**config.mk**
```make
export PLATFORM = sky130hd
export DESIGN_NAME = joybus_poll_sched
export DESIGN_NICKNAME = d
export VERILOG_FILES = /design/src/rtl/jb_pkg.sv /design/src/rtl/jb_sample_buf.sv /design/src/rtl/joybus_poll_sched.sv
export SDC_FILE = /design/constraint.sdc
export NUM_CORES = 1
export LEC_CHECK = 0
export BUFFER_PORTS_ARGS = -buffer_cell sky130_fd_sc_hd__buf_4
export CORE_ASPECT_RATIO = 1.5
export CORE_MARGIN = 3
export CORE_UTILIZATION = 30
export CTS_CLUSTER_SIZE = 20
export DETAILED_ROUTE_END_ITERATION = 8
export PLACE_DENSITY_LB_ADDON = 0.3
export SLEW_MARGIN = 15
export SYNTH_ARGS = -nofsm -noshare
export SYNTH_HDL_FRONTEND = slang
export SYNTH_HIERARCHICAL = 1
export SYNTH_SLANG_ARGS = --single-unit
```
**constraint.sdc**
```tcl
create_clock -name clk -period 2.5 [get_ports clk]
set_input_delay 0.125 -clock clk [delete_from_list [all_inputs] [get_ports clk]]
set_output_delay 0.125 -clock clk [all_outputs]
set_load 0.05 [all_outputs]
```
**src/rtl/jb_pkg.sv**
```systemverilog
// Shared types and defaults for the JOYBUS poll path: state encoding, word width,
// 60 Hz timing defaults and a saturating 8-bit increment used by the status counters.
package jb_pkg;

  localparam int JB_WORD_W        = 32;
  localparam int POLL_PERIOD_60HZ = 833333;
  localparam int JB_TIMEOUT_DEF   = 50000;

  typedef enum logic [1:0] {
    IDLE,
    ISSUE,
    WAIT_RESP,
    RETRY_GAP
  } poll_state_t;

  function automatic logic [7:0] sat_inc8(input logic [7:0] v);
    return (v == 8'hFF) ? v : v + 8'd1;
  endfunction

endpackage

```
**src/rtl/jb_sample_buf.sv**
```systemverilog
// One-entry latest-wins sample buffer: out_vld rises 1 cycle after in_vld; a load while the
// consumer stalls overwrites the held word and bumps drop_cnt; a load never waits on out_rdy.
module jb_sample_buf
  import jb_pkg::*;
#(
  parameter int W = JB_WORD_W
) (
  input  logic         clk,
  input  logic         rst_n,
  input  logic         in_vld,
  input  logic [W-1:0] in_dat,
  output logic [W-1:0] out_dat,
  output logic         out_vld,
  input  logic         out_rdy,
  output logic [7:0]   drop_cnt
);

  always_ff @(posedge clk or negedge rst_n) begin
    if (!rst_n) begin
      out_dat  <= '0;
      out_vld  <= 1'b0;
      drop_cnt <= '0;
    end else if (in_vld) begin
      out_dat <= in_dat;
      out_vld <= 1'b1;
      // a word handed over this same cycle is not lost, so only a stalled one counts
      if (out_vld && !out_rdy) drop_cnt <= sat_inc8(drop_cnt);
    end else if (out_rdy) begin
      out_vld <= 1'b0;
    end
  end

endmodule

```
**src/rtl/joybus_poll_sched.sv**
```systemverilog
// Periodic JOYBUS poll scheduler with timeout/retry supervision; jb_start 1 cycle after a tick,
// tx_vld 1 cycle after jb_done. The UART side never stalls polling: the buffer overwrites instead.
module joybus_poll_sched
  import jb_pkg::*;
#(
  parameter int POLL_PERIOD = POLL_PERIOD_60HZ,
  parameter int TIMEOUT_CYC = JB_TIMEOUT_DEF,
  parameter int RETRY_MAX   = 2,
  parameter int GAP_CYC     = 1000
) (
  input  logic                 clk,
  input  logic                 rst_n,
  input  logic                 en,
  output logic                 jb_start,
  input  logic                 jb_done,
  input  logic [JB_WORD_W-1:0] jb_data,
  output logic [JB_WORD_W-1:0] tx_data,
  output logic                 tx_vld,
  input  logic                 tx_rdy,
  output logic                 poll_err,
  output logic                 overrun,
  output logic [7:0]           timeout_cnt,
  output logic [7:0]           drop_cnt
);

  localparam int PW = $clog2(POLL_PERIOD);
  localparam int TW = $clog2(TIMEOUT_CYC);
  localparam int GW = $clog2(GAP_CYC);
  localparam int AW = $clog2(RETRY_MAX + 2);

  localparam logic [PW-1:0] TICK_LAST  = PW'(POLL_PERIOD - 1);
  localparam logic [TW-1:0] TO_LAST    = TW'(TIMEOUT_CYC - 1);
  localparam logic [GW-1:0] GAP_LAST   = GW'(GAP_CYC - 1);
  localparam logic [AW-1:0] RETRY_LAST = AW'(RETRY_MAX);

  logic [PW-1:0] tick_cnt;
  logic          tick;
  poll_state_t   state;
  logic [TW-1:0] to_cnt;
  logic [GW-1:0] gap_cnt;
  logic [AW-1:0] attempt;
  logic          accept;

  always_ff @(posedge clk or negedge rst_n) begin
    if (!rst_n) begin
      tick_cnt <= '0;
    end else if (!en || tick_cnt == TICK_LAST) begin
      tick_cnt <= '0;
    end else begin
      tick_cnt <= tick_cnt + PW'(1);
    end
  end

  assign tick   = en && (tick_cnt == TICK_LAST);
  // a response only counts while an attempt is actually waiting for one
  assign accept = (state == WAIT_RESP) && jb_done;

  always_ff @(posedge clk or negedge rst_n) begin
    if (!rst_n) begin
      state       <= IDLE;
      to_cnt      <= '0;
      gap_cnt     <= '0;
      attempt     <= '0;
      jb_start    <= 1'b0;
      poll_err    <= 1'b0;
      overrun     <= 1'b0;
      timeout_cnt <= '0;
    end else begin
      jb_start <= 1'b0;
      poll_err <= 1'b0;
      if (tick && state != IDLE) overrun <= 1'b1;
      case (state)
        IDLE: begin
          if (tick) begin
            state    <= ISSUE;
            attempt  <= '0;
            jb_start <= 1'b1;
          end
        end
        ISSUE: begin
          to_cnt <= '0;
          state  <= WAIT_RESP;
        end
        WAIT_RESP: begin
          if (jb_done) begin
            state <= IDLE;
          end else if (to_cnt == TO_LAST) begin
            if (attempt < RETRY_LAST) begin
              attempt <= attempt + AW'(1);
              gap_cnt <= '0;
              state   <= RETRY_GAP;
            end else begin
              poll_err    <= 1'b1;
              timeout_cnt <= sat_inc8(timeout_cnt);
              state       <= IDLE;
            end
          end else begin
            to_cnt <= to_cnt + TW'(1);
          end
        end
        RETRY_GAP: begin
          if (gap_cnt == GAP_LAST) begin
            state    <= ISSUE;
            jb_start <= 1'b1;
          end else begin
            gap_cnt <= gap_cnt + GW'(1);
          end
        end
        default: state <= IDLE;
      endcase
    end
  end

  jb_sample_buf #(
    .W(JB_WORD_W)
  ) u_buf (
    .clk      (clk),
    .rst_n    (rst_n),
    .in_vld   (accept),
    .in_dat   (jb_data),
    .out_dat  (tx_data),
    .out_vld  (tx_vld),
    .out_rdy  (tx_rdy),
    .drop_cnt (drop_cnt)
  );

endmodule

```
==> results.toml, run 1 <==
[sta]
clock.fmax_mhz = 415.8
fin_hold_ws_ns = 0.01010
rsz0062_at_grt = "yes"
maxSlewViolCount = 0
relSlewSlack_pct = 60.85
finalSetupViolCount = 0
hold_viol = 0
period_needed_ns = 2.405
worst_pin_slew_ns = 0.5828
period_share_pct = 96.20
clock_skew_ns = 0.007782

[setup_path]
worst-endpoint-required_ns = 2.75
worst-setup-path-type = "reg -> reg"
path_delay_family = "simple AND/OR/NAND/NOR gates"
path_cells = "or4bb_1 > or4_4 > a221o_1 > or2_4 > o41ai_2"
critPathSlowestCell = "or4bb_1"
timing.critical_path.buf_inv = 0
worstPathMaxFanout = 8
critical_path.max_stage_delay_ns = 0.53
critical_path.startpoint_type = "register"
cp-end-kind = "register"
arrival_ns = 2.65

[clock_network]
insertion_delay_ns = 0.35
clkSlewWorstSetupHoldPaths_ns = 0.07
cts.htree.levels = 3
cts_sinks = 102
cts_buffers = 9
clk_path_buf_depth = 2
root_buffer = "clkbuf_16"
cts_tree = "yes"

[flow_run]
drv_cap = 0

[power_and_ir_drop]
combPwrFrac_pct = 4.1
power.switching_uw = 747.7
swShare_pct = 23.54
ir_drop_mv = 0.2909
power.internal_uw = 2429
p_leak_uw = 0.003117
p_seq_share_pct = 52.2
power_uw = 3176
p_clk_share_pct = 43.7
p_per_area_nw_per_um2 = 495.4

[logic_synthesis]
ys.flop_type = "dfrtp_1"
synth-edff-count = 0
ys_ff_latch = 102
synth_cell_types = 53
synth-seq-area-share_pct = 52.74
muxShareOfSynthArea_pct = 9.255
synth_nets = 482
synth_top_family_by_area = "simple AND/OR/NAND/NOR gates"
avgSynthCellArea_sq_um = 11.13
synthAdderAreaFrac_pct = 2.585
netlist_instances = 435
yosys_warnings = 6
yosys.area_share.simple_pct = 19.23
synth_xor_area_share_pct = 7.420
synth_compound_area_share_pct = 6.334
async_reset_ff_share_pct = 100.0
netlist_area_sq_um = 4840

[place]
dpl_cell_area_sq_um = 5841
place_hpwl_mm = 7.774
port_buffers = 88
placed_cells_incl_taps = 731
gp_congestion = 0.7795

[grt]
grt_pass1_vias = 3979
grt_pass1_wl_mm = 18.22
grt_max_degree = 61
grt_util_all_layers_pct = 12.76
antenna_found_initial = 0
overflow = 0

[cells_and_area]
postLayoutCellArea_sq_um = 6411
drive_gt1_share_pct = 30.12
post-route-util_pct = 40.85
nets = 613
instances_no_fill = 774
area_delta_synth_final_pct = 32.47
diodes = 0

[floorplan]
dieArea_sq_um = 17720
die_x_um = 109.7
initial_core_util_pct = 30.84
die_h_um = 161.6
coreArea_sq_um = 15700
io_pins = 89
fp-row-count = 56

[routing]
first_pass_iters = 4
drt_iter0_markers = 179
vias = 3802
drt-total-wl_mm = 10.84
avgRoutedWirePerCell_um = 14.00
vias_per_cell = 4.912
ant_nets = 0
drcViolationCount = 0

[worst_hold_path]
holdCritPathClass = "in -> reg"

[run_status]
status = "finished, final reports clean"
final cells by class:
class / count / area (sq um)
clock inverter: 7 / 62.56
fill: 1517 / 9284
tap: 203 / 254.0
timing repair buffer: 134 / 1086
multi-input combinational: 306 / 2182
inverter: 13 / 48.80
clock buffer: 9 / 225.2
sequential: 102 / 2552
path summary, 6_finish.rpt:
kind                           startpoint                 to  slack (ns)  depth (start not counted)
setup / recovery                to_cnt[5]         gap_cnt[8]         0.1                          5
hold / removal                jb_data[19]  u_buf/out_dat[19]        0.01                          2
setup reg to reg                to_cnt[5]         gap_cnt[8]         0.1                          5
hold reg to reg            timeout_cnt[4]     timeout_cnt[4]        0.49                          1
max in group asynchronous           rst_n         attempt[1]        1.46                          3
min in group asynchronous           rst_n   u_buf/out_dat[4]        0.29                          2
cell families after synthesis:
logic type | count (synthesis)
compound gates | 42
buf+inv | 27
flops | 102
xor+xnor | 41
mux | 40
fa+ha+maj | 10
simple gates | 173
timing repair:
item                                    4_1_cts  5_1_grt
endpoints found under the setup margin        6       11
hold endpoints to repair                     68        0
hold buffers                                 27        0
gates resized for setup                       1        7
buffers inserted                              0        0
stage by stage:
step,worst slack (ns),TNS (ns)
2_1_floorplan,-0.05459,-0.2735
3_3_place_gp,-0.009892,-0.02385
3_5_place_dp,-0.07057,-0.3105
4_1_cts,0.004224,0
5_1_grt,-0.02679,-0.06771
6_report,0.09512,0
cells in the mapped netlist, types with 4 or more instances:
cell	count	area, sq um
inv_1	13	48.80
nand2b_1	4	25.02
and4_1	4	35.03
ha_1	10	125.1
o21ai_0	13	65.06
nor2_1	48	180.2
xor2_1	24	210.2
nand4_1	17	106.4
nor2b_1	4	25.02
or4_1	6	45.04
nand2_1	30	112.6
clkbuf_1	8	30.03
dfrtp_1	102	2552
nor4_1	5	31.28
nand3_1	19	95.09
mux2_2	36	405.4
buf_2	4	20.02
and3_1	15	93.84
o31ai_1	5	37.54
xnor2_1	17	148.9
flip-flops by register name, indices dropped and copies added (netlist names), 2 cells and up:
name            count
u_buf/out_dat      32
u_buf/drop_cnt      8
attempt             2
timeout_cnt         8
gap_cnt            10
state               2
to_cnt             16
tick_cnt           20
cells in the final DEF, fill, tap and decap left out, drive strengths merged, types with 3 or more instances in the layout:
cell	synthesis	final
mux2	38	38
inv	13	19
ha	10	10
xor2	24	24
nor3b	3	3
clkbuf	8	9
dlygate4sd3	0	27
or4	6	6
o31ai	5	5
nand2b	4	4
nor2b	4	4
nand3b	4	4
and3	15	15
nor3	4	4
o21ai	14	14
and4	4	4
nand2	30	30
nand3	19	19
a31oi	3	3
dfrtp	102	102
nand4	17	17
nor4	6	6
xnor2	17	17
nor2	48	48
a21oi	3	3
buf	6	107
power groups by stage:
stage / combinational (uW) / sequential (uW) / clock [uW]
floorplan: 13.8 / 1690 / 0
global placement: 98.6 / 1690 / 0
detailed placement: 101 / 1690 / 0
CTS: 136 / 1660 / 1440
global route: 149 / 1660 / 1510
finish: 132 / 1660 / 1390
routing by layer:
layer  wire length, um  global-route usage [%]  vias to the layer above
met4               307                   6.466                        0
met5                 0                       0                        -
met2              5725                   23.26                       73
met3               411                   1.919                       20
li1                  -                       -                     1799
met1              4392                   13.95                     1910
(Power assumes the default switching activity.)
==> run 2: changes to the inputs <==
==> constraint.sdc (replaced) <==
create_clock -name clk -period 1.94 [get_ports clk]
set_input_delay 0.097 -clock clk [delete_from_list [all_inputs] [get_ports clk]]
set_output_delay 0.097 -clock clk [all_outputs]
set_load 0.05 [all_outputs]
==> run 2 against run 1 <==
The run now ends with setup timing left; final area grew 11%; wire length grew 5.6%; via count rose by 5.7%; total power is 32% higher; fmax increased by 0.55%; sequential cell count unchanged; combinational power grew 53%; non-clock buffer count grew 63; register-to-register slack got worse by 0.55 ns; critical path depth unchanged.
==> results.toml, run 2 (synthesis gave the netlist of run 1 again) <==
[cells_and_area]
drive_gt1_share_pct = 39.43
nets = 676
postLayoutCellArea_sq_um = 7138
area_delta_synth_final_pct = 47.49
largest_register_ffs = 32
instances_no_fill = 837
top_register = "u_buf/out_dat"
final_common_cell = "buf_4"
largestRegisters = "u_buf/out_dat x32, tick_cnt x20, to_cnt x16"
final_cell_mix = "buf_4, dfrtp_1, nor2_1"
diodes = 0

[floorplan]
fp-row-count = 56
coreArea_sq_um = 15700
dieArea_sq_um = 17720
die_x_um = 109.7
die_h_um = 161.6
io_pins = 89
initial_core_util_pct = 30.84

[grt]
grt_max_degree = 46
overflow = 0
grt_util_all_layers_pct = 12.87
grt_pass1_vias = 4171
grt_pass1_wl_mm = 18.53
antenna_found_initial = 0

[place]
dpl_cell_area_sq_um = 6291
gp_congestion = 0.8076
post-place-ws_ns = -0.6573
port_buffers = 88
place_hpwl_mm = 8.082
placed_cells_incl_taps = 781

[setup_path]
worst-endpoint-required_ns = 2.19
critical_path.startpoint_type = "register"
path_cells = "or4bb_4 > or4_4 > a221o_1 > or2_4 > o41ai_2"
critical_path.max_stage_delay_ns = 0.55
worstPathMaxFanout = 8
critPathSlowestCell = "or4bb_4"
arrival_ns = 2.64
worst-setup-path-type = "reg -> reg"
cp-end-kind = "register"

[routing]
vias_per_cell = 4.800
avgRoutedWirePerCell_um = 13.67
ant_nets = 0
drcViolationCount = 0
first_pass_iters = 4
vias = 4018
drt_iter0_markers = 127
drt-total-wl_mm = 11.44

[sta]
clock_skew_ns = 0.01322
finalSetupViolCount = 27
relSlewSlack_pct = 63.29
finalSetupTns_ns = -8.428
clock.fmax_mhz = 418.1
rsz0062_at_grt = "yes"
period_needed_ns = 2.392
period_share_pct = 123.3
fin_ws_ns = -0.4518
hold_viol = 0
maxSlewViolCount = 0
worst_pin_slew_ns = 0.5506

[power_and_ir_drop]
p_per_area_nw_per_um2 = 586.9
ir_drop_mv = 0.5035
p_leak_uw = 0.003515

[run_status]
status = "finished, violations left"
violations = "setup timing"

[clock_network]
cts.htree.levels = 3
cts_buffers = 9
cts_sinks = 102
insertion_delay_ns = 0.36
cts_tree = "yes"
clk_path_buf_depth = 2
clkSlewWorstSetupHoldPaths_ns = 0.08
root_buffer = "clkbuf_16"

[flow_run]
drv_cap = 0

[worst_hold_path]
holdCritPathClass = "in -> reg"
-- run 2: per-stage QoR --
step | total power, uW | hold WS, ns | utilization [%]
6_report | 4189 | 0.03796 | 45.48
3_3_place_gp | 2311 | 0.1250 | 40.08
5_1_grt | 4364 | 0.05264 | 45.48
3_5_place_dp | 2314 | 0.1238 | 40.08
2_1_floorplan | 2198 | -0.1986 | -
4_1_cts | 4255 | 0.02664 | 44.51
-- run 2: cell type report --
type | instances | area [sq um]
inverters | 13 | 48.80
flip-flops and latches | 102 | 2552
multi-input cells | 306 | 2308
clock buffers | 9 | 225.2
clock inverters | 7 | 88.84
repair buffers | 197 | 1660
fillers | 1478 | 8557
well taps | 203 | 254.0
-- run 2: final timing paths --
path | start | end | slack, ns | cells past startpoint
worst max-delay path | to_cnt[4] | gap_cnt[8] | -0.45 | 5
worst min-delay path | tx_rdy | u_buf/out_vld | 0.04 | 3
worst max register to register | to_cnt[4] | gap_cnt[8] | -0.45 | 5
worst min register to register | tick_cnt[0] | tick_cnt[0] | 0.50 | 1
max in group asynchronous | rst_n | attempt[0] | 1.00 | 3
min in group asynchronous | rst_n | u_buf/out_dat[5] | 0.25 | 2
-- run 2: what timing repair did --
action                     CTS  global route
setup endpoints to repair   29            54
hold buffers                33             0
gates cloned                 0             3
gates resized for setup     14            25
pin swaps                    4            13
setup buffers                2             2
hold endpoints to repair    71             0
-- run 2: per-layer routing --
metal	wire (um)	part of all wire, %	vias up	GRT usage, %
li1	-	-	1941	-
met1	4806	42	1972	14.75
met2	5903	52	94	23.21
met3	577	5.0	11	2.319
met4	157	1.4	0	4.991
met5	0	0	-	0
-- run 2: where the power goes --
part / total (uW) / internal, uW / switching [uW]
clock network: 1850 / 932 / 920
logic: 202 / 120 / 82.3
registers: 2130 / 2130 / 5.77
-- run 2: worst max-delay path: cells and delay by family (launching register included) --
kind	cells	cell delay (ns)
AOI/OAI and AO/OA	2	0.54
DFF	1	0.38
and+or+nand+nor	3	1.37
